<file path="src/rtl/ctl_status_pkg.sv">
// ctl_status_pkg: shared BRAM address map, control-register bit positions and writer FSM states.
package ctl_status_pkg;
    typedef enum logic [2:0] {IDLE, RD_CTL, RD_WAIT, RD_LATCH, WR_INFO, WR_SYNC, WR_VER} state_t;
    localparam logic [8:0] ADDR_CTL_REG   = 9'h000;
    localparam logic [8:0] ADDR_FPGA_INFO = 9'h001;
    localparam logic [8:0] ADDR_SYNC_CNT  = 9'h002;
    localparam logic [8:0] ADDR_VERSION   = 9'h03F;
    localparam int CTL_FORCE_FAN_BIT = 4;
endpackage

</file>
<file path="src/rtl/ctl_status_writer_thermo_debounce.sv">
// thermo_debounce: output follows the input only after DEBOUNCE consecutive samples at a new level.
module thermo_debounce #(
    parameter int DEBOUNCE = 16
) (
    input  logic clk,
    input  logic rst,
    input  logic d,
    output logic q
);
    localparam int CW = $clog2(DEBOUNCE) + 1;
    logic [CW-1:0] cnt;
    always_ff @(posedge clk or posedge rst) begin
        if (rst) begin
            q   <= 1'b0;
            cnt <= '0;
        end else if (d == q) begin
            cnt <= '0;
        end else if (cnt == CW'(DEBOUNCE - 1)) begin
            q   <= d;
            cnt <= '0;
        end else begin
            cnt <= cnt + 1'b1;
        end
    end
endmodule

</file>
<file path="src/rtl/ctl_status_writer.sv">
// ctl_status_writer: periodically reads the control word and writes info/sync-count/version status words to BRAM.
// Optional THERMO debouncing is enabled with `define THERMO_DEBOUNCE_EN.
module ctl_status_writer
    import ctl_status_pkg::*;
#(
    parameter int          INTERVAL = 2048,
    parameter logic [15:0] VERSION  = 16'h0082,
    parameter int          DEBOUNCE = 16
) (
    input  logic        CLK,
    input  logic        RST,
    input  logic        THERMO,
    input  logic        SYNC_SET,
    output logic        BRAM_EN,
    output logic        BRAM_WE,
    output logic [8:0]  BRAM_ADDR,
    output logic [15:0] BRAM_DIN,
    input  logic [15:0] BRAM_DOUT,
    output logic        FAN_ACTIVE,
    output logic        SEQ_DONE
);
    localparam int CW = $clog2(INTERVAL);

    if (INTERVAL < 8 || DEBOUNCE < 1) begin : g_param_check
        $error("ctl_status_writer: INTERVAL must be >= 8 and DEBOUNCE >= 1");
    end

    state_t        state;
    logic [CW-1:0] cnt;
    logic [15:0]   sync_cnt;
    logic          force_fan;
    logic          thermo_q;
    logic          tick;
    logic          fan_bit;
    logic          force_next;
    logic          unused_dout;

    assign tick        = cnt == CW'(INTERVAL - 1);
    assign fan_bit     = BRAM_DOUT[CTL_FORCE_FAN_BIT];
    assign force_next  = (state == RD_LATCH) ? fan_bit : force_fan;
    assign unused_dout = ^(BRAM_DOUT & ~(16'd1 << CTL_FORCE_FAN_BIT));

`ifdef THERMO_DEBOUNCE_EN
    thermo_debounce #(.DEBOUNCE(DEBOUNCE)) u_thermo_debounce (
        .clk (CLK),
        .rst (RST),
        .d   (THERMO),
        .q   (thermo_q)
    );
`else
    always_ff @(posedge CLK or posedge RST) begin
        if (RST) thermo_q <= 1'b0;
        else     thermo_q <= THERMO;
    end
`endif

    always_ff @(posedge CLK or posedge RST) begin
        if (RST) begin
            state      <= IDLE;
            cnt        <= '0;
            sync_cnt   <= '0;
            force_fan  <= 1'b0;
            BRAM_EN    <= 1'b0;
            BRAM_WE    <= 1'b0;
            BRAM_ADDR  <= '0;
            BRAM_DIN   <= '0;
            FAN_ACTIVE <= 1'b0;
            SEQ_DONE   <= 1'b0;
        end else begin
            cnt        <= tick ? '0 : cnt + 1'b1;
            sync_cnt   <= sync_cnt + 16'(SYNC_SET);
            FAN_ACTIVE <= thermo_q | force_next;
            BRAM_EN    <= 1'b0;
            BRAM_WE    <= 1'b0;
            SEQ_DONE   <= 1'b0;
            case (state)
                IDLE: if (tick) begin
                    state     <= RD_CTL;
                    BRAM_EN   <= 1'b1;
                    BRAM_ADDR <= ADDR_CTL_REG;
                end
                RD_CTL:  state <= RD_WAIT;
                RD_WAIT: state <= RD_LATCH;
                RD_LATCH: begin
                    // read data arrives this cycle, so the info word uses it directly
                    state     <= WR_INFO;
                    force_fan <= fan_bit;
                    BRAM_EN   <= 1'b1;
                    BRAM_WE   <= 1'b1;
                    BRAM_ADDR <= ADDR_FPGA_INFO;
                    BRAM_DIN  <= {14'b0, thermo_q | fan_bit, thermo_q};
                end
                WR_INFO: begin
                    // value the counter holds at the start of the WR_SYNC cycle
                    state     <= WR_SYNC;
                    BRAM_EN   <= 1'b1;
                    BRAM_WE   <= 1'b1;
                    BRAM_ADDR <= ADDR_SYNC_CNT;
                    BRAM_DIN  <= sync_cnt + 16'(SYNC_SET);
                end
                WR_SYNC: begin
                    state     <= WR_VER;
                    BRAM_EN   <= 1'b1;
                    BRAM_WE   <= 1'b1;
                    BRAM_ADDR <= ADDR_VERSION;
                    BRAM_DIN  <= VERSION;
                end
                WR_VER: begin
                    state    <= IDLE;
                    SEQ_DONE <= 1'b1;
                end
                default: state <= IDLE;
            endcase
        end
    end
endmodule

</file>
<file path="config.mk">
export PLATFORM = sky130hd
export DESIGN_NAME = ctl_status_writer
export DESIGN_NICKNAME = d
export VERILOG_FILES = /design/src/rtl/ctl_status_pkg.sv /design/src/rtl/ctl_status_writer_thermo_debounce.sv /design/src/rtl/ctl_status_writer.sv
export SDC_FILE = /design/constraint.sdc
export NUM_CORES = 1
export LEC_CHECK = 0
export CORE_MARGIN = 5
export CORE_UTILIZATION = 50
export CTS_CLUSTER_SIZE = 14
export DETAILED_ROUTE_END_ITERATION = 16
export PLACE_DENSITY_LB_ADDON = 0.12
export SLEW_MARGIN = 10
export SYNTH_ARGS = -nofsm -noshare
export SYNTH_HDL_FRONTEND = slang
export SYNTH_SLANG_ARGS = --single-unit
</file>
<file path="constraint.sdc">
create_clock -name CLK -period 5.07 [get_ports CLK]
set_input_delay 1.014 -clock CLK [delete_from_list [all_inputs] [get_ports CLK]]
set_output_delay 1.014 -clock CLK [all_outputs]
set_load 0.02 [all_outputs]
</file>
* After elaboration in Yosys (flattened, before gate mapping) *
Cells that the tools add are included.

word-level totals
  register bits = 61
  bits in latches = 0
  memory bits (writable) = 0
  ROM bits = 0
  input port bits = 20
  output and inout port bits = 29
  memories = 0

operators by class
  $add $sub $neg = 2
  multiply operators = 0
  divide/modulo/power cells = 0
  magnitude comparators = 0
  equality and inequality tests = 8
  shift-type cells = 0
  mux-type cells = 11
  bitwise logic cells = 2
  reduce and logical (&&, ||, !) cells = 5

operators with widths
  cell                                                  number
  one-hot mux 16 bit (3 select lines)                   1
  one-hot mux 9 bit (4 select lines)                    1
  one-hot mux 3 bit (6 select lines)                    1
  adder 16 x 1 -> 16 bit                                1
  adder 11 x 1 -> 11 bit (second input constant)        1
  equality test 11 bit (second input constant)          1
  2-to-1 mux 11 bit                                     1
  equality test 3 bit (second input constant)           3
  2-to-1 mux 9 bit                                      1
  equality test 3 x 2 -> 1 bit (second input constant)  2
  2-to-1 mux 1 bit                                      4
  nonzero test 4 bit                                    1
  equality test 3 x 1 -> 1 bit (second input constant)  1
  zero test 3 bit                                       1
  2-to-1 mux 3 bit                                      1
  nonzero test 3 bit                                    1
  OR reduction 3 bit                                    1
  != test 2 bit (second input constant)                 1
  OR 1 bit                                              2
  one-hot mux 1 bit (2 select lines)                    1
  AND reduction 2 bit                                   1

* Longest topological paths before layout *
Gate-level depths: netlist of the first run.

  depth in word-level cells = 3
  depth in mapped cells = 6

* Worst setup path after synthesis of the first run *
Ideal clock, no wire load.

  path kind = input to register
  start = input port SYNC_SET
  end = register BRAM_DIN[15]
  library setup time = 0.087 ns
  arrival time = 2.216 ns
  data required time = 4.983 ns
  setup slack = 2.768 ns
  stages = 5
  path buffers = 0
  cell sequence = ha_1 > nand3_1 > or3_1 > or4_1 > o211ai_1

on the way
  word-level cells in the longest chain between the ends = 2

RTL lines
  what                                 RTL line                 source
  from (decl)                          ctl_status_writer.sv:13  input logic SYNC_SET,
  adder 16 x 1 -> 16 bit               ctl_status_writer.sv:99  BRAM_DIN <= sync_cnt + 16'(SYNC_SET);
  one-hot mux 16 bit (3 select lines)  ctl_status_writer.sv:76  case (state)
  to (signal assigned)                 ctl_status_writer.sv:91  BRAM_DIN <= {14'b0, thermo_q | fan_bit, thermo_q};
  to (signal assigned)                 ctl_status_writer.sv:99
  to (decl)                            ctl_status_writer.sv:17  output logic [15:0] BRAM_DIN,

No other way between the ends.
A chain may end at the register's enable or synchronous reset.

* Worst setup path after layout of the first run *
  start = input port SYNC_SET
  end = register BRAM_DIN[12]

The elaborated chain is that of the path after synthesis.

==> parameters.txt, run 1 <==
Parameter                              Value

Logic synthesis
  Post-synthesis sequential area ratio    0.585
  Cell area after synthesis    2350 µm²
  Post-synth top area cell    sky130_fd_sc_hd__dfrtp_1
  Cells taking the most area after synthesis    sky130_fd_sc_hd__dfrtp_1, sky130_fd_sc_hd__a22o_1, sky130_fd_sc_hd__xor2_1
  Flip-flop and latch count after synthesis    55
  Top-area cell type share of the netlist area    0.585
  Distinct cell type count after synthesis    42
  Primary flip-flop cell chosen by synthesis mapping    sky130_fd_sc_hd__dfrtp_1
  Fraction of synthesis flops using an asynchronous set or reset pin    1.00
  Average instance area after synthesis    11.5 µm²
  Synthesized netlist cell count    204
  Total number of yosys warnings    0
  EDFF count, synth    0

Timing
  Count of pins over their slew limit    0
  Minimum clock period after layout    2.62 ns
  Count of final setup violators    0
  Hold violation total from the final report    0
  Slew @ Worst Pin    0.957 ns
  Hold slack final    0.489 ns
  Setup repair after global routing missed its margin    no
  Final TNS setup    0 ns
  Clock skew    0.00414 ns
  Final period util    0.517
  Headroom to the max-slew limit    0.357
  Fmax    381 MHz

Drt
  Via count    1599
  Pre-antenna DRT Iters    4
  Average via count per standard cell    5.55
  Sum of routed wire length over all layers    4450 µm
  Final routed DRC violation total    0
  Post-detailed-route count of antenna-violating nets    0
  Mean routed wirelength per cell    15.4 µm
  First-iteration detailed-routing DRC count    57

Worst setup path
  CP max stage cell    sky130_fd_sc_hd__clkdlybuf4s50_1
  Setup crit start kind    primary input
  CP peak stage delay    0.46 ns
  Crit end category    flip-flop
  Worst path arrival time    2.83 ns
  Kind of cell with the highest combined delay on the critical path    simple AND/OR/NAND/NOR gates
  Data required time of the worst path    5.28 ns
  Crit path cell chain    clkdlybuf4s50_1 > ha_1 > ha_1 > nand2_1 > nor4_1 > xor2_1 > a22o_1
  Count of cell instances traversed by the critical path    7
  Crit path kind    in -> reg
  Most used cell along the critical path    sky130_fd_sc_hd__ha_1
  Register-to-Register Path Depth    5
  Critical path buffer and inverter count    1
  Largest driver fanout on the critical path    5

Placement
  Number of buffer cells added on primary ports    30
  Final HPWL DP    3060 µm
  Routability cong.    0.842
  Placed Instance Area    2680 µm²

Floorplan
  Number of placement rows    25
  DIE AREA    6170 µm²
  Number of top-level pins    49
  Chip Width    78.6 µm
  Chip height    78.6 µm
  Starting utilization of the core area    0.508
  Core Footprint    4630 µm²

Power
  Peak supply drop    128 µV
  Leak pwr    1.25 nW
  Power Density    301 nW/µm²

GRT
  Pin count of the biggest net entering global routing    35
  Antenna violations before repair    0
  Number of global-route vias before repair    1571
  First-pass GRT wire length    7650 µm
  Remaining global-route overflow    0
  GR Util All Layers    0.161

Cells and area
  Area used by multi-input combinational logic    882 µm²
  Proportion of layout cells with a drive suffix above 1    0.0812
  Commonest non-fill, non-tap cell in the layout    sky130_fd_sc_hd__dfrtp_1
  P&R area growth vs syn    18.0%
  Filler cell count in the final layout    383
  Fin nets    256
  Reg area    1380 µm²
  Ant diodes    0
  Post-Layout Inst Area    2780 µm²
  Layout Utilization    0.599
  Commonest cells after routing, fill and taps aside    sky130_fd_sc_hd__dfrtp_1, sky130_fd_sc_hd__clkdlybuf4s50_1, sky130_fd_sc_hd__nand2_1

Hold path
  Class of the most critical hold timing path    reg -> reg
  Worst hold path stage count    1

Clock network
  Cts hold-fix bufs    0
  Clk Tree Root Cell    sky130_fd_sc_hd__clkbuf_8
  Clock tree from TritonCTS    built
  Worst skew pair latency    0.31 ns
  CTS clock-pin slew for the worst setup and hold paths    0.09 ns
  Setup bufs post-CTS    0
  Clock tree buffer depth    2
  Cts bufs inserted    5
  Total number of clock tree sinks    55
  Number of resized instances in the post-cts repair step    0
  H-Tree Level Count    2

Flow run
  Reported max-cap violation count    0

Outcome
  Status    finished clean
==> metrics by stage <==
stage          power, mW  setup slack (ns)  instances
4_1_cts            0.847              2.44        288
6_report           0.835              2.45        288
5_1_grt            0.882              2.27        288
3_3_place_gp       0.579              2.11        280
2_1_floorplan      0.558              2.71        206
3_5_place_dp       0.582              2.11        280
==> flip-flops by register name (all words and copies together), names as in the netlist <==
| signal | count |
|---|---|
| state | 3 |
| SEQ_DONE | 1 |
| cnt | 11 |
| BRAM_WE | 1 |
| BRAM_DIN | 16 |
| FAN_ACTIVE | 1 |
| BRAM_EN | 1 |
| BRAM_ADDR | 3 |
| force_fan | 1 |
| sync_cnt | 16 |
| thermo_q | 1 |
==> worst paths after layout <==
check	from	endpoint	slack [ns]
max in group asynchronous	RST	BRAM_DIN[13]$_DFFE_PP0P_	3.26
min	sync_cnt[13]$_DFF_PP0_	sync_cnt[13]$_DFF_PP0_	0.49
min reg2reg	sync_cnt[13]$_DFF_PP0_	sync_cnt[13]$_DFF_PP0_	0.49
max	SYNC_SET	BRAM_DIN[12]$_DFFE_PP0P_	2.45
max reg2reg	cnt[0]$_DFF_PP0_	BRAM_ADDR[4]$_DFFE_PP0P_	3.06
min in group asynchronous	RST	cnt[1]$_DFF_PP0_	1.03
==> area by class of cell <==
cell class              count  share of cell area
clock buffers               8              0.0361
inverters                   9              0.0122
multi-input cells         130               0.318
flip-flops and latches     55               0.496
well taps                  54              0.0243
repair buffers             32               0.114
==> power breakdown <==
group,internal (mW),switching (mW)
combinational,0.0318,0.0399
sequential,0.466,0.0352
clock,0.125,0.138
==> Yosys cell counts, types with 4 or more instances <==
| master | instances |
|---|---|
| sky130_fd_sc_hd__nor3_1 | 5 |
| sky130_fd_sc_hd__nand3_1 | 11 |
| sky130_fd_sc_hd__o21ai_0 | 4 |
| sky130_fd_sc_hd__inv_1 | 9 |
| sky130_fd_sc_hd__nor2_1 | 8 |
| sky130_fd_sc_hd__nand4_1 | 4 |
| sky130_fd_sc_hd__nor4_1 | 4 |
| sky130_fd_sc_hd__buf_4 | 6 |
| sky130_fd_sc_hd__dfrtp_1 | 55 |
| sky130_fd_sc_hd__a22o_1 | 12 |
| sky130_fd_sc_hd__nand2_1 | 18 |
| sky130_fd_sc_hd__a21oi_1 | 4 |
| sky130_fd_sc_hd__xor2_1 | 12 |
| sky130_fd_sc_hd__xnor2_1 | 9 |
==> kinds of logic (layout without fill, tap and decap cells) <==
kind of cell / Yosys count / count (layout) / share of synthesized area
buffers and inverters: 21 / 49 / 0.0447
xor gates and xnor gates: 21 / 21 / 0.0782
other: 1 / 3 / 0.00160
AOI/OAI and AO/OA: 33 / 33 / 0.108
adders and majority gates: 3 / 3 / 0.0160
DFF: 55 / 55 / 0.585
and+or+nand+nor: 68 / 68 / 0.157
muxes: 2 / 2 / 0.00905
==> routing by layer <==
| layer | GRT usage | vias to the layer above | share of wire |
|---|---|---|---|
| met4 | 0.0647 | 0 | 0.017 |
| li1 | - | 768 | - |
| met3 | 0.0459 | 7 | 0.040 |
| met5 | 0 | - | 0 |
| met2 | 0.245 | 39 | 0.49 |
| met1 | 0.216 | 785 | 0.45 |
(Power assumes the default switching activity.)
==> run 2: changes to the inputs <==
CORE_UTILIZATION = 45   (was 50)
clock period = 2.4 ns   (was 5.07 ns; I/O delays follow)
==> parameters.txt, run 2 (same netlist as run 1, synthesis figures left out) <==
Parameter                              Value

Outcome
  Status    finished clean

Cells and area
  Fin nets    260
  Commonest non-fill, non-tap cell in the layout    sky130_fd_sc_hd__dfrtp_1
  Largest registers    BRAM_DIN: 16 flops, sync_cnt: 16 flops, cnt: 11 flops
  Reg area    1380 µm²
  Filler cell count in the final layout    471
  Commonest cells after routing, fill and taps aside    sky130_fd_sc_hd__dfrtp_1, sky130_fd_sc_hd__clkdlybuf4s50_1, sky130_fd_sc_hd__nand2_1
  Ant diodes    0
  Proportion of layout cells with a drive suffix above 1    0.0882
  P&R area growth vs syn    19.7%
  Area used by multi-input combinational logic    877 µm²

Timing
  Final period util    0.815
  Clock skew    0.00406 ns
  Hold violation total from the final report    0
  Fmax    511 MHz
  Final WS setup    0.443 ns
  Count of pins over their slew limit    0
  Minimum clock period after layout    1.96 ns
  Setup repair after global routing missed its margin    no
  Count of final setup violators    0
  Final TNS setup    0 ns

GRT
  Pin count of the biggest net entering global routing    56
  Remaining global-route overflow    0
  Number of global-route vias before repair    1499
  First-pass GRT wire length    7310 µm
  Antenna violations before repair    0
  GR Util All Layers    0.144

Floorplan
  Starting utilization of the core area    0.460
  DIE AREA    6770 µm²
  Core Footprint    5110 µm²
  Number of top-level pins    49
  Number of placement rows    26
  Chip height    82.3 µm
  Chip Width    82.3 µm

Drt
  First-iteration detailed-routing DRC count    50
  Pre-antenna DRT Iters    4
  Post-detailed-route count of antenna-violating nets    0
  Sum of routed wire length over all layers    4200 µm
  Final routed DRC violation total    0
  Mean routed wirelength per cell    13.6 µm
  Via count    1544
  Average via count per standard cell    5.01

Clock network
  Clk Tree Root Cell    sky130_fd_sc_hd__clkbuf_8
  Cts bufs inserted    5
  Clock tree from TritonCTS    built
  H-Tree Level Count    2
  Cts hold-fix bufs    0
  Total number of clock tree sinks    55
  CTS clock-pin slew for the worst setup and hold paths    0.09 ns
  Worst skew pair latency    0.31 ns
  Clock tree buffer depth    2
  Setup bufs post-CTS    0
  Number of resized instances in the post-cts repair step    0

Power
  Power Density    607 nW/µm²
  Peak supply drop    377 µV
  Power share of the combinational group    0.093
  Sequential share of power    0.620
  Switching power    444 µW
  Proportion of total power due to net switching    0.260
  Clock network fraction of total power    0.288
  Leak pwr    1.26 nW
  Internal power    1.26 mW

Worst setup path
  Crit path kind    in -> reg
  Largest driver fanout on the critical path    4
  Worst path arrival time    2.18 ns
  Setup crit start kind    primary input
  Crit end category    flip-flop
  Data required time of the worst path    2.63 ns

Hold path
  Class of the most critical hold timing path    reg -> reg

Placement
  Number of buffer cells added on primary ports    30
  Final HPWL DP    2870 µm
  Routability cong.    0.755
  Pre-CTS setup slack    0.0705 ns

Flow run
  Reported max-cap violation count    0
-- run 2: stage by stage --
stage	power (mW)	area [µm²]	utilization	cells	hold slack, ns
floorplan	1.18	2360	-	206	0.455
finish	1.71	2810	0.551	308	0.494
CTS	1.74	2810	0.551	308	0.496
global placement	1.23	2730	0.535	300	0.473
global route	1.81	2810	0.551	308	0.513
detailed placement	1.24	2730	0.535	300	0.476
-- run 2: power by group through the flow --
stage	clock network, mW	logic [mW]	registers, mW
final	0.491	0.158	1.06
after global routing	0.563	0.178	1.07
after CTS	0.519	0.162	1.06
after detailed placement	0	0.163	1.07
after global placement	0	0.160	1.07
after floorplan	0	0.117	1.06
-- run 2: final timing paths --
path / from / endpoint / slack, ns / cells past startpoint
worst max-delay path: SYNC_SET / BRAM_DIN[15]$_DFFE_PP0P_ / 0.44 / 6
worst min-delay path: force_fan$_DFF_PP0_ / force_fan$_DFF_PP0_ / 0.49 / 1
worst max register to register: sync_cnt[2]$_DFF_PP0_ / BRAM_DIN[15]$_DFFE_PP0P_ / 0.66 / 4
worst min register to register: force_fan$_DFF_PP0_ / force_fan$_DFF_PP0_ / 0.49 / 1
max in group asynchronous: RST / BRAM_ADDR[4]$_DFFE_PP0P_ / 1.64 / 3
min in group asynchronous: RST / sync_cnt[11]$_DFF_PP0_ / 0.53 / 3
-- run 2: per-layer routing --
metal	track usage	share of wire
met5	0	0
met2	0.216	0.48
met3	0.0412	0.041
met4	0.0648	0.015
met1	0.192	0.46
-- run 2: area by class of cell --
type | instances | share of cell area
multi-input cells | 130 | 0.312
flip-flops and latches | 55 | 0.489
well taps | 70 | 0.0311
clock buffers | 7 | 0.0271
clock inverters | 1 | 0.00178
repair buffers | 36 | 0.127
inverters | 9 | 0.0120
-- run 2: worst max-delay path, cell delays in order --
cell and delay (ns):
sky130_fd_sc_hd__clkdlybuf4s50_1 0.47, sky130_fd_sc_hd__ha_1 0.21, sky130_fd_sc_hd__nand3_1 0.11, sky130_fd_sc_hd__or3_1 0.34
sky130_fd_sc_hd__or4_1 0.47, sky130_fd_sc_hd__o211ai_1 0.11
==> run 3: changes to the inputs <==
clock period = 1.7 ns   (was 2.4 ns; I/O delays follow)
==> parameters.txt, run 3 (same netlist as run 1, synthesis figures left out) <==
Parameter                              Value

Worst setup path
  Critical path buffer and inverter count    1
  Largest driver fanout on the critical path    2
  CP max stage cell    sky130_fd_sc_hd__clkdlybuf4s50_1
  Crit path kind    reg -> out
  Kind of cell with the highest combined delay on the critical path    buffers and inverters
  Crit path cell chain    clkdlybuf4s50_1
  CP peak stage delay    0.61 ns
  Crit end category    output pin
  Setup crit start kind    flip-flop
  Worst path arrival time    1.29 ns
  Data required time of the worst path    1.36 ns

Power
  Switching power    660 µW
  Peak supply drop    521 µV
  Sequential share of power    0.531
  Leak pwr    1.47 nW
  Internal power    2.13 mW
  Proportion of total power due to net switching    0.237
  Power share of the combinational group    0.109
  Power Density    933 nW/µm²
  Clock network fraction of total power    0.360

GRT
  GR Util All Layers    0.148
  First-pass GRT wire length    7660 µm
  Antenna violations before repair    0
  Pin count of the biggest net entering global routing    56
  Remaining global-route overflow    0
  Number of global-route vias before repair    1625

Clock network
  Clock tree from TritonCTS    built
  H-Tree Level Count    2
  Cts bufs inserted    5
  Clk Tree Root Cell    sky130_fd_sc_hd__clkbuf_8
  Clock tree buffer depth    2
  Worst skew pair latency    0.30 ns
  CTS clock-pin slew for the worst setup and hold paths    0.09 ns
  Setup bufs post-CTS    0
  Total number of clock tree sinks    55
  Cts hold-fix bufs    0

Cells and area
  P&R area growth vs syn    27.0%
  Layout Utilization    0.585
  Largest registers    BRAM_DIN: 16 flops, sync_cnt: 16 flops, cnt: 11 flops
  Ant diodes    0
  Commonest non-fill, non-tap cell in the layout    sky130_fd_sc_hd__dfrtp_1
  Proportion of layout cells with a drive suffix above 1    0.149
  Filler cell count in the final layout    461
  Fin nets    271
  Commonest cells after routing, fill and taps aside    sky130_fd_sc_hd__dfrtp_1, sky130_fd_sc_hd__clkdlybuf4s50_1, sky130_fd_sc_hd__nand2_1

Timing
  Count of final setup violators    0
  Clock skew    0.00612 ns
  Count of pins over their slew limit    0
  Final period util    0.960
  Minimum clock period after layout    1.63 ns
  Hold slack final    0.394 ns
  Setup repair after global routing missed its margin    no
  Hold violation total from the final report    0
  Fmax    613 MHz

Drt
  Sum of routed wire length over all layers    4480 µm
  Mean routed wirelength per cell    14.0 µm
  Final routed DRC violation total    0
  First-iteration detailed-routing DRC count    77
  Via count    1626
  Pre-antenna DRT Iters    4
  Post-detailed-route count of antenna-violating nets    0
  Average via count per standard cell    5.10

Outcome
  Status    finished clean

Floorplan
  Number of top-level pins    49
  Chip Width    82.3 µm
  Number of placement rows    26
  Core Footprint    5110 µm²
  Starting utilization of the core area    0.460
  Chip height    82.3 µm
  DIE AREA    6770 µm²

Placement
  Routability cong.    0.742
  Number of buffer cells added on primary ports    30
  Final HPWL DP    3100 µm

Hold path
  Class of the most critical hold timing path    in -> async

Flow run
  Reported max-cap violation count    0
-- run 3: changes by cell type in the layout (fill, tap and decap cells not counted), sizes merged --
cell | previous run | this run
buf | 6 | 17
bufinv | 0 | 2
clkbuf | 7 | 6
clkdlybuf4s50 | 30 | 21
clkinv | 1 | 0
dlygate4sd2 | 0 | 1
dlymetal6s2s | 0 | 8
-- run 3: final timing paths --
| check | to | start | slack, ns | depth (start not counted) |
|---|---|---|---|---|
| min in group CLK | sync_cnt[0]$_DFF_PP0_ | SYNC_SET | 0.45 | 2 |
| min reg2reg | sync_cnt[15]$_DFF_PP0_ | sync_cnt[15]$_DFF_PP0_ | 0.50 | 1 |
| max reg2reg | BRAM_DIN[15]$_DFFE_PP0P_ | sync_cnt[0]$_DFF_PP0_ | 0.09 | 5 |
| max | BRAM_DIN[15] | BRAM_DIN[15]$_DFFE_PP0P_ | 0.07 | 1 |
| min | sync_cnt[12]$_DFF_PP0_ | RST | 0.39 | 3 |
| max in group asynchronous | BRAM_ADDR[0]$_DFFE_PP0P_ | RST | 1.06 | 3 |
-- run 3: layout make-up --
cell class | count | area (µm²) | share of cell area
sequential | 55 | 1380 | 0.461
multi-input combinational | 130 | 897 | 0.300
timing repair buffer | 47 | 459 | 0.154
tap | 70 | 87.6 | 0.0293
clock buffer | 6 | 72.6 | 0.0243
clock inverter | 2 | 60.1 | 0.0201
inverter | 9 | 33.8 | 0.0113
-- run 3: power by group through the flow --
stage | clock network (mW) | registers, mW | logic [mW]
after floorplan | 0 | 1.50 | 0.165
after global placement | 0 | 1.50 | 0.295
after detailed placement | 0 | 1.50 | 0.302
after CTS | 1.04 | 1.48 | 0.307
after global routing | 1.08 | 1.49 | 0.341
final | 1.00 | 1.48 | 0.304
-- run 3: timing repair --
action,4_1_cts,5_1_grt
resized for setup,5,8
endpoints found under the setup margin,4,8
gates cloned,0,0
pin swaps,5,0
-- run 3: per-layer routing --
metal / global-route usage / vias up / share of wire
met4: 0.0399 / 0 / 0.0096
met5: 0 / - / 0
li1: - / 796 / -
met1: 0.211 / 799 / 0.48
met3: 0.0325 / 5 / 0.037
met2: 0.227 / 26 / 0.47
-- run 3: stage by stage --
step                std cells  instance area [µm²]  setup TNS [ns]  total power [mW]  setup WS (ns)
CTS                       319                 2970               0              2.82        0.00458
floorplan                 206                 2360               0              1.67         0.0171
global route              319                 2990               0              2.91       0.000284
global placement          311                 2820           -4.45              1.79         -0.395
finish                    319                 2990               0              2.79         0.0674
detailed placement        311                 2820           -4.69              1.80         -0.435
